[config.mk]
export PLATFORM = sky130hd
export DESIGN_NAME = mips_multicycle_ctrl
export DESIGN_NICKNAME = d
export VERILOG_FILES = /design/src/rtl/mips_ctrl_pkg.sv /design/src/rtl/mips_multicycle_ctrl.sv
export SDC_FILE = /design/constraint.sdc
export NUM_CORES = 1
export LEC_CHECK = 0
export CELL_PAD_IN_SITES_DETAIL_PLACEMENT = 1
export CELL_PAD_IN_SITES_GLOBAL_PLACEMENT = 2
export CORE_UTILIZATION = 19
export DETAILED_ROUTE_END_ITERATION = 12
export PLACE_DENSITY = 0.77
export SLEW_MARGIN = 20
export SYNTH_ARGS = -nofsm -noshare
export SYNTH_HDL_FRONTEND = slang
export SYNTH_SLANG_ARGS = --single-unit
[constraint.sdc]
create_clock -name clk -period 1.5 [get_ports clk]
set_clock_uncertainty 0.15 [all_clocks]
set_input_delay 0.375 -clock clk [delete_from_list [all_inputs] [get_ports clk]]
set_output_delay 0.375 -clock clk [all_outputs]
set_load 0.02 [all_outputs]
[src/rtl/mips_ctrl_pkg.sv]
// Shared types and constants for the multicycle MIPS main control FSM.
package mips_ctrl_pkg;

  typedef enum logic [3:0] {
    FETCH   = 4'd0,
    DECODE  = 4'd1,
    MEMADR  = 4'd2,
    MEMRD   = 4'd3,
    MEMWB   = 4'd4,
    MEMWR   = 4'd5,
    RTYPEEX = 4'd6,
    RTYPEWB = 4'd7,
    BEQEX   = 4'd8,
    ADDIEX  = 4'd9,
    ADDIWB  = 4'd10,
    JEX     = 4'd11
  } ctrl_state_t;

  localparam logic [5:0] OP_RTYPE = 6'b000000;
  localparam logic [5:0] OP_LW    = 6'b100011;
  localparam logic [5:0] OP_SW    = 6'b101011;
  localparam logic [5:0] OP_BEQ   = 6'b000100;
  localparam logic [5:0] OP_ADDI  = 6'b001000;
  localparam logic [5:0] OP_J     = 6'b000010;

  localparam logic [1:0] ALUOP_ADD   = 2'b00;
  localparam logic [1:0] ALUOP_SUB   = 2'b01;
  localparam logic [1:0] ALUOP_FUNCT = 2'b10;

endpackage

[src/rtl/mips_multicycle_ctrl.sv]
// Main control FSM of the multicycle MIPS core: sequences fetch/decode/execute/
// memory/writeback and stalls memory states on mem_ready.
module mips_multicycle_ctrl
  import mips_ctrl_pkg::*;
(
  input  logic       clk,
  input  logic       rst_n,
  input  logic [5:0] op,
  input  logic       zero,
  input  logic       mem_ready,
  output logic       iord,
  output logic       mem_write,
  output logic       ir_write,
  output logic       reg_dst,
  output logic       mem_to_reg,
  output logic       reg_write,
  output logic       alu_src_a,
  output logic [1:0] alu_src_b,
  output logic [1:0] ALU_op,
  output logic [1:0] pc_src,
  output logic       pc_en,
  output logic       illegal_op
);

  ctrl_state_t state_q, state_d;
  logic        pc_write;
  logic        branch;

  always_ff @(posedge clk or negedge rst_n) begin
    if (!rst_n) state_q <= FETCH;
    else        state_q <= state_d;
  end

  always_comb begin
    state_d = FETCH;
    unique case (state_q)
      FETCH:   state_d = mem_ready ? DECODE : FETCH;
      DECODE: begin
        unique case (op)
          OP_LW, OP_SW: state_d = MEMADR;
          OP_RTYPE:     state_d = RTYPEEX;
          OP_BEQ:       state_d = BEQEX;
          OP_ADDI:      state_d = ADDIEX;
          OP_J:         state_d = JEX;
          default:      state_d = FETCH;
        endcase
      end
      MEMADR:  state_d = (op == OP_SW) ? MEMWR : MEMRD;
      MEMRD:   state_d = mem_ready ? MEMWB : MEMRD;
      MEMWB:   state_d = FETCH;
      MEMWR:   state_d = mem_ready ? FETCH : MEMWR;
      RTYPEEX: state_d = RTYPEWB;
      RTYPEWB: state_d = FETCH;
      BEQEX:   state_d = FETCH;
      ADDIEX:  state_d = ADDIWB;
      ADDIWB:  state_d = FETCH;
      JEX:     state_d = FETCH;
      default: state_d = FETCH;
    endcase
  end

  always_comb begin
    iord       = 1'b0;
    mem_write  = 1'b0;
    ir_write   = 1'b0;
    reg_dst    = 1'b0;
    mem_to_reg = 1'b0;
    reg_write  = 1'b0;
    alu_src_a  = 1'b0;
    alu_src_b  = 2'b00;
    ALU_op     = ALUOP_ADD;
    pc_src     = 2'b00;
    pc_write   = 1'b0;
    branch     = 1'b0;
    illegal_op = 1'b0;
    unique case (state_q)
      FETCH: begin
        alu_src_b = 2'b01;
        pc_write  = mem_ready;
        ir_write  = mem_ready;
      end
      DECODE: begin
        alu_src_b = 2'b11;
        illegal_op = !(op inside {OP_LW, OP_SW, OP_RTYPE, OP_BEQ, OP_ADDI, OP_J});
      end
      MEMADR: begin
        alu_src_a = 1'b1;
        alu_src_b = 2'b10;
      end
      MEMRD:   iord = 1'b1;
      MEMWB: begin
        mem_to_reg = 1'b1;
        reg_write  = 1'b1;
      end
      MEMWR: begin
        iord      = 1'b1;
        mem_write = 1'b1;
      end
      RTYPEEX: begin
        alu_src_a = 1'b1;
        ALU_op    = ALUOP_FUNCT;
      end
      RTYPEWB: begin
        reg_dst   = 1'b1;
        reg_write = 1'b1;
      end
      BEQEX: begin
        alu_src_a = 1'b1;
        ALU_op    = ALUOP_SUB;
        pc_src    = 2'b01;
        branch    = 1'b1;
      end
      ADDIEX: begin
        alu_src_a = 1'b1;
        alu_src_b = 2'b10;
      end
      ADDIWB:  reg_write = 1'b1;
      JEX: begin
        pc_src   = 2'b10;
        pc_write = 1'b1;
      end
      default: ;
    endcase
    pc_en = pc_write | (branch & zero);
    // Reset already forces FETCH selects; also mask FETCH's mem_ready-driven enables.
    if (!rst_n) begin
      mem_write  = 1'b0;
      ir_write   = 1'b0;
      reg_write  = 1'b0;
      pc_en      = 1'b0;
      illegal_op = 1'b0;
    end
  end

endmodule
==> Implementation_results.wiki <==
{| class="wikitable"
! Metric !! Value
|-
| Run status || finished with violations
|-
| Failing checks || DRC, setup timing
|-
| Critical Path Start Type || register
|-
| Data arrival time of the worst path || 1440 ps
|-
| Worst min path class || primary input to async pin
|-
| Power per Cell Area || 1310 nW/um^2
|-
| Number of buffers between clock root and the deepest sink || 2
|-
| Total placed cells including tap cells || 156
|-
| Root Driver || clkbuf_4
|-
| Final critical path time including I/O delays and setup || 1960 ps
|-
| FFs w/ async S/R, synth || 100%
|-
| Share of final-layout standard cells stronger than drive strength 1 || 71.8%
|-
| Fraction of the mapped netlist area in compound gates || 19.4%
|-
| Xor and xnor area share after synthesis || 4.59%
|-
| Final hold violation count || 0
|-
| Clock tree from TritonCTS || yes
|-
| Largest Register || state_q
|-
| Vias in the first global route || 878
|-
| Area Growth Syn to Fin || 149%
|-
| Main combinational cell family by area after synthesis || simple AND/OR/NAND/NOR gates
|-
| Total number of H-tree levels || 1
|-
| Estimated wirelength of the detail-placed design || 1.74 mm
|-
| Utilization after layout || 50.9%
|-
| Peak supply drop || 724 uV
|-
| Registers with the most flip-flops || state_q x4
|-
| Number of port buffers || 24
|-
| Post-synthesis mux area share || 5.24%
|-
| Chip Width || 56.9 um
|-
| Initial drt markers || 18
|-
| Vertical extent of the die || 56.9 um
|-
| Number of antenna violations at the first check in global routing || 0
|-
| Classification of the worst setup path || register to output pin
|-
| Unrepaired setup endpoints after global routing || true
|-
| Post-synth net total || 89
|-
| Starting utilization of the core area || 20.4%
|-
| Number of synthesized register bits || 4
|-
| Sink Count || 4
|-
| First-pass GRT wire length || 4.05 mm
|-
| Setup slack at placement || -1240 ps
|-
| Sequential share of the synthesized area || 17.5%
|-
| Count of non-filler cells in the finished layout || 173
|-
| Clock Latency Late Sink || 250 ps
|-
| Mapped Avg Cell Area || 7.25 um^2
|-
| Final worst-path cycle share || 131%
|-
| Max reg flops || 4
|-
| Routed wire length || 2.64 mm
|-
| Post-route worst setup slack || -463 ps
|-
| Number of diodes added for antenna fixing || 0
|-
| Placeable Area || 2810 um^2
|-
| Count of boundary I/O pins || 25
|-
| Number of clock buffers inserted by TritonCTS || 3
|-
| Residual DRC || 8
|-
| Kind of end point of the critical path || output pin
|-
| Die area || 3240 um^2
|-
| Number of nets at the end of the flow || 154
|-
| Setup Viol. Count Final || 18
|-
| Max Fclk || 510 MHz
|-
| Maximum number of pins on one net before global-route repair || 11
|-
| GRT Overall Usage || 16.8%
|-
| Via density per instance || 4.83
|-
| Post-layout instance area || 1430 um^2
|-
| Yosys Warn Count || 0
|-
| Site Rows || 19
|-
| Req. time, crit path || 970 ps
|-
| Worst hold margin || 148 ps
|-
| Slew Viols, Final || 0
|-
| Clock slew seen by the registers of the worst setup and hold paths || 40 ps
|-
| Post-DR wirelength/cell || 15.2 um
|-
| Final total negative setup slack || -5640 ps
|-
| Post-synthesis adder-cell area fraction || 0%
|-
| Number of enable-type register cells in the synthesized netlist || 0
|-
| Cell area after technology mapping || 573 um^2
|-
| Placed cell areas || 1090 um^2
|-
| Iteration count of the initial detailed-routing pass || 8
|-
| Number of inserted filler cells in the final layout || 334
|-
| Overflow left after global routing || 0
|-
| Post-synthesis instance total || 79
|-
| Lkg Pwr || 0.641 nW
|-
| Antenna viol nets, final || 0
|-
| Maxcap violations || 0
|-
| Library cells used by synthesis || 34
|-
| Routability congestion estimate from global placement || 0.715
|-
| Largest fanout of any net on the critical path || 4
|-
| Most used DFF post-synth || dfrtp_1
|-
| Power consumption || 1.87 mW
|-
| Total via count after detailed routing || 835
|-
| Worst-case headroom to the max-slew limit || 82.1%
|-
| Worst slew pin tran || 262 ps
|-
| Share of synthesized cell area in and, or, nand and nor gates || 41.9%
|}
-- routing by layer --
metal | GRT usage, % | up-vias | share of wire, %
met2 | 35.3 | 26 | 60
met3 | 2.76 | 4 | 4.2
met1 | 16.2 | 394 | 35
met4 | 5.23 | 0 | 1.1
li1 | - | 411 | -
met5 | 0 | - | 0
-- logic make-up after synthesis --
logic type | Yosys count
and+or+nand+nor | 42
buffers and inverters | 11
xor gates and xnor gates | 3
AOI/OAI and AO/OA | 16
DFF | 4
muxes | 3
-- path summary, 6_finish.rpt --
| path | start | cells past startpoint | slack, ps | end |
|---|---|---|---|---|
| max | state_q[0] | 6 | -460 | illegal_op |
| min | rst_n | 2 | 150 | state_q[2] |
| max reg2reg | state_q[2] | 6 | -70 | state_q[0] |
| min reg2reg | state_q[2] | 2 | 450 | state_q[3] |
| max in group asynchronous | rst_n | 2 | 480 | state_q[3] |
| min in group clk | state_q[2] | 2 | 450 | state_q[3] |
-- cell usage in the layout, fill, tap and decap left out, types with 4 or more instances in the layout --
| cell type | instances |
|---|---|
| nor3_2 | 5 |
| nor3_4 | 5 |
| nand2b_4 | 4 |
| nor2_1 | 5 |
| dlygate4sd2_1 | 6 |
| nand2_1 | 4 |
| buf_4 | 33 |
| buf_6 | 22 |
| inv_1 | 4 |
-- report_power, final --
group	leakage, nW	total (mW)	internal [mW]	switching, mW
clock network	0.0138	0.142	0.0900	0.0522
registers	0.0488	0.193	0.143	0.0501
logic	0.578	1.54	0.792	0.745
total	0.641	1.87	1.02	0.847
-- synth_stat cells (2+ instances only) --
master | count | area, um^2
o21ai_0 | 5 | 25.0
nor2_1 | 10 | 37.5
nor3_1 | 12 | 60.1
mux2i_1 | 3 | 30.0
nand2_1 | 5 | 18.8
nand2b_1 | 2 | 12.5
xor2_1 | 2 | 17.5
nand3_1 | 2 | 10.0
a21oi_1 | 2 | 10.0
inv_1 | 4 | 15.0
dfrtp_1 | 4 | 100
nand2b_4 | 2 | 27.5
buf_6 | 2 | 22.5
buf_2 | 4 | 20.0
-- critical path, cell delays in order, from the launching register on --
cell	delay (ps)
dfrtp_1	420
buf_6	130
nand2b_4	60
nor3_4	190
nand2_2	90
nor4_4	130
buf_4	170
-- cell type report --
cell class | instances | area [um^2] | area share (%)
repair buffers | 67 | 619 | 43.4
well taps | 31 | 38.8 | 2.72
multi-input cells | 64 | 628 | 44.0
clock buffers | 3 | 22.5 | 1.58
flip-flops and latches | 4 | 104 | 7.27
inverters | 4 | 15.0 | 1.05
-- what timing repair did --
action | in CTS | in global routing
endpoints found under the setup margin | 19 | 19
gates cloned | 0 | 0
pin swaps | 13 | 6
hold buffers | 1 | 0
endpoints found under the hold margin | 2 | 0
gates resized for setup | 136 | 18
setup buffers | 13 | 2
Power figures use the tool's default switching activity.
